==> src/rtl/alu_pkg.sv <==
// Shared ALU definitions: opcode encoding, datapath width and the multiply
// sequencer state encoding.
package alu_pkg;

  localparam int ALU_W = 8;

  typedef enum logic [3:0] {
    ADD  = 4'd0,
    SUB  = 4'd1,
    AND  = 4'd2,
    OR   = 4'd3,
    XORR = 4'd4,
    SHL  = 4'd5,
    SHR  = 4'd6,
    EQ   = 4'd7,
    NE   = 4'd8,
    LT   = 4'd9
  } alu_op_t;

  typedef enum logic [2:0] {
    S_IDLE   = 3'd0,
    S_CHECK  = 3'd1,
    S_ADD    = 3'd2,
    S_SHIFTA = 3'd3,
    S_SHIFTB = 3'd4,
    S_DONE   = 3'd5
  } mul_state_t;

endpackage

==> src/rtl/alu_mul_sequencer_if.sv <==
// Request/result handshake plus the ALU operand/opcode bus of the multiply
// sequencer; the slave modport is the sequencer's own view.
interface alu_mul_sequencer_if #(
  parameter int WIDTH = 8
);
  import alu_pkg::*;

  // Request and result channels both use valid/ready: a transfer happens on a
  // rising edge where valid and ready are high together; valid never waits on ready.
  logic             start_valid;
  logic             start_ready;
  logic [WIDTH-1:0] op_a;
  logic [WIDTH-1:0] op_b;
  logic             res_valid;
  logic             res_ready;
  logic [WIDTH-1:0] product;
  logic             busy;

  logic [WIDTH-1:0] alu_a;
  logic [WIDTH-1:0] alu_b;
  alu_op_t          alu_op;
  logic             alu_sc_in;
  logic [WIDTH-1:0] alu_out;
  logic             alu_zero;

  mul_state_t       dbg_state;

  modport slave (
    input  start_valid, op_a, op_b, res_ready, alu_out, alu_zero,
    output start_ready, res_valid, product, busy,
           alu_a, alu_b, alu_op, alu_sc_in, dbg_state
  );

  modport master (
    output start_valid, op_a, op_b, res_ready, alu_out, alu_zero,
    input  start_ready, res_valid, product, busy,
           alu_a, alu_b, alu_op, alu_sc_in, dbg_state
  );

endinterface

==> src/rtl/alu_mul_sequencer.sv <==
// Shift-and-add multiplier that borrows the shared combinational ALU for every
// arithmetic step; returns the low WIDTH bits of op_a*op_b.
module alu_mul_sequencer
  import alu_pkg::*;
#(
  parameter int WIDTH    = 8,
  parameter int MAX_ITER = 8
) (
  input  logic                Clk,
  input  logic                Reset,
  alu_mul_sequencer_if.slave  bus
);

  localparam logic [3:0] ITER_LAST = 4'(MAX_ITER - 1);
  localparam logic [WIDTH-1:0] ONE = WIDTH'(1);

  mul_state_t       state_q, state_d;
  logic [WIDTH-1:0] acc_q, acc_d;
  logic [WIDTH-1:0] mcand_q, mcand_d;
  logic [WIDTH-1:0] mplier_q, mplier_d;
  logic [3:0]       iter_q, iter_d;

  always_ff @(posedge Clk) begin
    if (Reset) begin
      state_q  <= S_IDLE;
      acc_q    <= '0;
      mcand_q  <= '0;
      mplier_q <= '0;
      iter_q   <= '0;
    end else begin
      state_q  <= state_d;
      acc_q    <= acc_d;
      mcand_q  <= mcand_d;
      mplier_q <= mplier_d;
      iter_q   <= iter_d;
    end
  end

  // Each state drives one ALU operation and captures its result in the same cycle.
  always_comb begin
    state_d    = state_q;
    acc_d      = acc_q;
    mcand_d    = mcand_q;
    mplier_d   = mplier_q;
    iter_d     = iter_q;
    bus.alu_a  = '0;
    bus.alu_b  = '0;
    bus.alu_op = ADD;

    case (state_q)
      S_IDLE: begin
        if (bus.start_valid) begin
          mcand_d  = bus.op_a;
          mplier_d = bus.op_b;
          acc_d    = '0;
          iter_d   = '0;
          state_d  = S_CHECK;
        end
      end
      S_CHECK: begin
        bus.alu_a  = mplier_q;
        bus.alu_b  = ONE;
        bus.alu_op = AND;
        state_d    = bus.alu_zero ? S_SHIFTA : S_ADD;
      end
      S_ADD: begin
        bus.alu_a  = acc_q;
        bus.alu_b  = mcand_q;
        bus.alu_op = ADD;
        acc_d      = bus.alu_out;
        state_d    = S_SHIFTA;
      end
      S_SHIFTA: begin
        bus.alu_a  = mcand_q;
        bus.alu_b  = ONE;
        bus.alu_op = SHL;
        mcand_d    = bus.alu_out;
        state_d    = S_SHIFTB;
      end
      S_SHIFTB: begin
        bus.alu_a  = mplier_q;
        bus.alu_b  = ONE;
        bus.alu_op = SHR;
        mplier_d   = bus.alu_out;
        iter_d     = iter_q + 4'd1;
        // Cap bounds the loop even if the ALU never reports zero.
        state_d    = (bus.alu_zero || iter_q == ITER_LAST) ? S_DONE : S_CHECK;
      end
      S_DONE: begin
        if (bus.res_ready) state_d = S_IDLE;
      end
      default: state_d = S_IDLE;
    endcase
  end

  assign bus.start_ready = (state_q == S_IDLE);
  assign bus.res_valid   = (state_q == S_DONE);
  assign bus.busy        = (state_q != S_IDLE);
  assign bus.product     = (state_q == S_DONE) ? acc_q : '0;
  assign bus.alu_sc_in   = 1'b0;
  assign bus.dbg_state   = state_q;

endmodule

==> src/flat_wrapper.sv <==
// flat-port wrapper written by rule: the top's interface ports become plain ports
module alu_mul_sequencer_flat import alu_pkg::*;
#(
  parameter int WIDTH    = 8,
  parameter int MAX_ITER = 8
)
  (Clk, Reset, bus_start_valid, bus_op_a, bus_op_b, bus_res_ready, bus_alu_out, bus_alu_zero, bus_start_ready, bus_res_valid, bus_product, bus_busy, bus_alu_a, bus_alu_b, bus_alu_op, bus_alu_sc_in, bus_dbg_state);
  alu_mul_sequencer_if #(.WIDTH(WIDTH)) bus_i ();
  input  logic Clk;
  input  logic Reset;
  input wire logic [$bits(bus_i.start_valid)-1:0] bus_start_valid;
  input wire logic [$bits(bus_i.op_a)-1:0] bus_op_a;
  input wire logic [$bits(bus_i.op_b)-1:0] bus_op_b;
  input wire logic [$bits(bus_i.res_ready)-1:0] bus_res_ready;
  input wire logic [$bits(bus_i.alu_out)-1:0] bus_alu_out;
  input wire logic [$bits(bus_i.alu_zero)-1:0] bus_alu_zero;
  output wire logic [$bits(bus_i.start_ready)-1:0] bus_start_ready;
  output wire logic [$bits(bus_i.res_valid)-1:0] bus_res_valid;
  output wire logic [$bits(bus_i.product)-1:0] bus_product;
  output wire logic [$bits(bus_i.busy)-1:0] bus_busy;
  output wire logic [$bits(bus_i.alu_a)-1:0] bus_alu_a;
  output wire logic [$bits(bus_i.alu_b)-1:0] bus_alu_b;
  output wire logic [$bits(bus_i.alu_op)-1:0] bus_alu_op;
  output wire logic [$bits(bus_i.alu_sc_in)-1:0] bus_alu_sc_in;
  output wire logic [$bits(bus_i.dbg_state)-1:0] bus_dbg_state;
  assign bus_i.start_valid = bus_start_valid;
  assign bus_i.op_a = bus_op_a;
  assign bus_i.op_b = bus_op_b;
  assign bus_i.res_ready = bus_res_ready;
  assign bus_i.alu_out = bus_alu_out;
  assign bus_i.alu_zero = bus_alu_zero;
  assign bus_start_ready = bus_i.start_ready;
  assign bus_res_valid = bus_i.res_valid;
  assign bus_product = bus_i.product;
  assign bus_busy = bus_i.busy;
  assign bus_alu_a = bus_i.alu_a;
  assign bus_alu_b = bus_i.alu_b;
  assign bus_alu_op = bus_i.alu_op;
  assign bus_alu_sc_in = bus_i.alu_sc_in;
  assign bus_dbg_state = bus_i.dbg_state;
  alu_mul_sequencer #(.WIDTH(WIDTH), .MAX_ITER(MAX_ITER)) u_core (.Clk(Clk), .Reset(Reset), .bus(bus_i));
endmodule
==> config.mk <==
export PLATFORM = sky130hd
export DESIGN_NAME = alu_mul_sequencer_flat
export DESIGN_NICKNAME = d
export VERILOG_FILES = /design/src/rtl/alu_pkg.sv /design/src/rtl/alu_mul_sequencer_if.sv /design/src/rtl/alu_mul_sequencer.sv /design/src/flat_wrapper.sv
export SDC_FILE = /design/constraint.sdc
export NUM_CORES = 1
export LEC_CHECK = 0
export CAP_MARGIN = 5
export CORE_MARGIN = 2
export CORE_UTILIZATION = 40
export CTS_CLUSTER_DIAMETER = 80
export DETAILED_ROUTE_END_ITERATION = 7
export DONT_BUFFER_PORTS = 1
export PLACE_DENSITY = 0.54
export SLEW_MARGIN = 20
export SYNTH_ARGS = -nofsm -noshare
export SYNTH_HDL_FRONTEND = slang
export SYNTH_SLANG_ARGS = --single-unit
==> constraint.sdc <==
create_clock -name Clk -period 3.6 [get_ports Clk]
set_input_delay 0.72 -clock Clk [delete_from_list [all_inputs] [get_ports Clk]]
set_output_delay 0.72 -clock Clk [all_outputs]
set_load 0.005 [all_outputs]
**Yosys cells after proc, flatten, opt, wreduce, memory -nomap -nowiden**

Index checks and enable logic that the tools add are counted.

- Register bits: 31
- Bits of input ports: 29
- Output and inout bits: 35
- Word-level logic and storage cells: 43

- Add/subtract/negate cells: 1
- Equal/unequal tests: 8
- Muxes and demuxes: 17
- Reductions and logical operators: 12

Operators with widths:

| operator | count |
|---|---|
| $pmux W8 S2 | 4 |
| $mux W8 | 4 |
| $pmux W8 S3 | 1 |
| $pmux W3 S6 | 1 |
| $mux W3 | 3 |
| $pmux W3 S3 | 1 |
| $pmux W4 S2 | 1 |
| $reduce_and A2 Y1 | 4 |
| $eq A3 B2 Y1 const B | 2 |
| $eq A3 B3 Y1 const B | 2 |
| $reduce_bool A2 Y1 | 3 |
| $add A4 B1 Y4 const B | 1 |
| $eq A4 B3 Y1 const B | 1 |
| $mux W4 | 1 |
| $ne A2 B2 Y1 const B | 2 |
| $eq A3 B1 Y1 const B | 1 |
| $logic_not A3 Y1 | 1 |
| $reduce_bool A3 Y1 | 1 |
| $reduce_or A3 Y1 | 1 |
| $reduce_or A2 Y1 | 1 |
| $logic_or A1 B1 Y1 | 1 |
| $mux W1 | 1 |

**Depth between registers and ports, before layout**

- Depth in word-level cells: 4
- Depth in mapped cells: 6

**Worst setup path after synthesis**

No wires, ideal clock.

- Path kind: flip-flop to output port
- Start point: register u_core.state_q[1] (netlist: u_core.bus.dbg_state[1])
- End point: output bus_alu_b[1]
- Data arrival time: 1209 ps
- Data required time: 2880 ps
- Slack: 1671 ps
- Stages on the path, launching flop included: 5
- Buffers on the path: 2
- Path through: dfxtp_1 clkbuf_2 nor3b_2 clkbuf_1 and2_1

- Word-level cells in the longest chain between the ends: 3
- Elaborated cells on any way between the ends: 6

RTL lines:

| element | RTL line | RTL |
|---|---|---|
| start, declared | alu_mul_sequencer.sv:17 | `mul_state_t state_q, state_d;` |
| start signal, assigned | alu_mul_sequencer.sv:31 | `state_q <= state_d;` |
| $eq A3 B1 Y1 (tied with other cells) | alu_mul_sequencer.sv:50 | `case (state_q)` |
| $reduce_or A3 Y1 (no line) | - |  |
| $pmux W8 S2 * | alu_mul_sequencer.sv:50 |  |
| end, declared | flat_wrapper.sv:22 | `output wire logic [$bits(bus_i.alu_b)-1:0] bus_alu_b;` |

Mark *: on every way between the ends. The rest lies on a longest branch, timed or not.

**Worst setup path in the final report**

- Start point: register u_core.state_q[1] (netlist: u_core.bus.dbg_state[1])
- End point: output bus_alu_op[0]

- Word-level cells in the longest chain between the ends: 2
- Elaborated cells on any way between the ends: 4

RTL lines:

| element | RTL line | RTL |
|---|---|---|
| $eq A3 B3 Y1 (tied with other cells) | alu_mul_sequencer.sv:50 |  |
| $pmux W3 S3 * | alu_mul_sequencer.sv:50 |  |
| end, declared | flat_wrapper.sv:23 | `output wire logic [$bits(bus_i.alu_op)-1:0] bus_alu_op;` |

Marks and branches as above.

==> impl_metrics.ini <==
[global_routing]
overflow = 0
antenna_found_initial = 0
grtUsageTotal_pct = 18.76
grt_first_pass_wirelength_um = 7465
grt_pass1_vias = 1414
grt_max_degree = 32

[route]
ant_nets = 0
wl_met1_um = 2177
top_layer = met4
avgRoutedWirePerCell_um = 18.56
wl_met2_um = 2023
viasPerCell = 5.928
drt_iter0_drc = 70
num_vias = 1482
dr.pass1.iters = 4
drc = 0
dr_wl_met3_um = 395
wl_um = 4640

[finish]
multi_input_area_um2 = 1039
seq_area_um2 = 620.6
fill_cells = 469
post-route-cell-area_um2 = 1838
areaGrowthSynthToFinish_pct = 2.441
fin_util_pct = 42.51
nets = 228
diodes = 0
layout-drive-gt1-share_pct = 11.11

[placed_design]
dp_slack_ns = 1.379
placed_cell_area_um2 = 1750
dp_hpwl_um = 3510
place_congestion = 0.8568
io_buffer_count = 0

[power_and_ir_drop]
irDropWorstVdd_uv = 266.9
power_switching_share_pct = 35.82
p_switching_uw = 372.9
pwr-share-comb_pct = 29.5
p_seq_share_pct = 43.9
p_int_uw = 668.0
p_per_area_nw_per_um2 = 566.3
p_leak_uw = 0.0006258
p_clk_share_pct = 26.7
report.power.total_uw = 1041

[timing]
setup_viol = 0
hold_viol = 0
timing.final.crit_share_pct = 70.23
worstMarginPinSlew_ns = 0.8033
min_period_ns = 2.528
finalWorstSetupSlack_ns = 1.072
max_freq_mhz = 395.5
finalMaxSlewViolations = 0
tns_ns = 0
skew_ns = 0.005641
slew_headroom_pct = 46.31
rsz0062_at_grt = false

[clocking]
numCtsBuffers = 5
clk_latency_ns = 0.28
htreeDepth = 2
hold_buffers = 0
clk_path_buf_depth = 2
cts_resized = 0
cts_root_buf = clkbuf_8
clkTransAtPathRegs_ns = 0.07
cts_tree = yes
cts_setup_buffers = 0
clock-sinks = 31

[setup_path]
r2r_end = u_core.mcand_q[1]$_SDFFE_PP0P_
worstSetupPathType = reg2out
r2r_start = u_core.bus.dbg_state[1]$_SDFFE_PP0P_
cp.arrival_ns = 1.81
rrSetupSlack_ns = 1.46
worstPathMaxFanout = 18
critPathRequiredTime_ns = 2.88
cp-startpoint = u_core.bus.dbg_state[1]$_SDFFE_PP0P_
crit_path_end_kind = primary output
start_kind = flip-flop
r2r_cells = 4

[yosys]
synth_top_area_cell = dfxtp_1
yosysSeqAreaShare_pct = 34.59
synth_most_common_cell = dfxtp_1
synthArstFlopShare_pct = 0
synth_cells = 210
avgSynthCellArea_um2 = 8.544
synth.distinct_cells = 38
syn_area_um2 = 1794
ys_ff_latch = 31
synth.yosys.warnings = 0
yosys_most_used_dff = dfxtp_1
synthTopCellsByArea = dfxtp_1 (35%), mux2i_1 (8.9%), nand2_1 (6.1%)
synth_common_cells = dfxtp_1 (31), nand2_1 (29), a21oi_1 (21)
yosys.area.top_type_share_pct = 34.59
synth_edf_count = 0

[floorplanning]
core_um2 = 4324
die_area_um2 = 5037
initial_core_util_pct = 41.49
ios = 64
num_rows = 24
die_h_um = 70.98
chipWidth_um = 70.98

[flow_run]
maxCapViolations = 0

[min_path]
hold_start = u_core.iter_q[3]$_SDFFE_PP0P_
hold_class = reg2reg
holdPathEnd = u_core.iter_q[3]$_SDFFE_PP0P_
holdPathStages = 1

[status]
status = finished, final reports clean
[how the worst max path moves through the flow]
stage          slack (ns)       endpoint
2_1_floorplan        1.67   bus_alu_b[1]
3_3_place_gp         1.43  bus_alu_op[0]
3_5_place_dp         1.38  bus_alu_op[0]
4_1_cts              1.07  bus_alu_op[0]
5_1_grt              0.90  bus_alu_op[0]
6_report             1.07  bus_alu_op[0]
[cells in the final DEF, fill, tap and decap left out, drive strengths merged, types with 2 or more instances in the layout]
cell type  instances
a311oi            10
nand2             29
nor3              10
a21oi             21
xnor2              2
a211oi             9
nand2b             2
inv                3
nor2               4
nor3b              2
and2              16
o2bb2ai            8
conb               2
and3b              2
buf                2
or2                3
mux2i             16
o21ai              9
dfxtp             31
clkbuf             6
[state kept, by name (all words and copies together) (netlist names)]
register	count
u_core.bus.dbg_state	3
u_core.mcand_q	8
u_core.acc_q	8
u_core.iter_q	4
u_core.mplier_q	8
[per-layer routing]
layer  global-route usage (%)  up-vias
li1                         -      723
met1                    26.83      702
met2                    27.10       52
met3                    6.268        5
met4                    5.031        0
met5                        0        -
[final cells by class]
type,instances,area share [%]
inverter,3,0.6127
sequential,31,33.76
clock buffer,6,4.493
clock inverter,1,0.2723
timing repair buffer,2,0.8169
tap,52,3.540
multi-input combinational,155,56.50
[power by group through the flow]
stage / sequential (µW) / clock (µW) / combinational, µW
finish: 457 / 277 / 307
global route: 466 / 299 / 344
CTS: 457 / 280 / 309
detailed placement: 464 / 0 / 308
global placement: 461 / 0 / 301
floorplan: 432 / 0 / 305
[cell families after synthesis]
group,after synthesis,share of synthesized area (%)
other,1,0.2090
AO/OA/AOI/OAI,62,25.10
AND/OR/NAND/NOR,72,21.76
XOR/XNOR,2,0.9765
adder cells (fa/ha/maj),1,0.6972
multiplexers,16,8.926
flip-flops,31,34.59
buffers and inverters,25,7.740
[critical path, stage by stage, from the launching register on]
cell	delay [ns]
dfxtp_1	0.70
nand3b_1	0.44
inv_2	0.39
[per-stage QoR]
stage,hold WS [ns],instances
global placement,0.4470,243
finish,0.4820,250
global route,0.4931,250
CTS,0.4739,250
floorplan,0.4429,211
detailed placement,0.4666,243
Note: power is estimated with default switching activity, not from simulation.
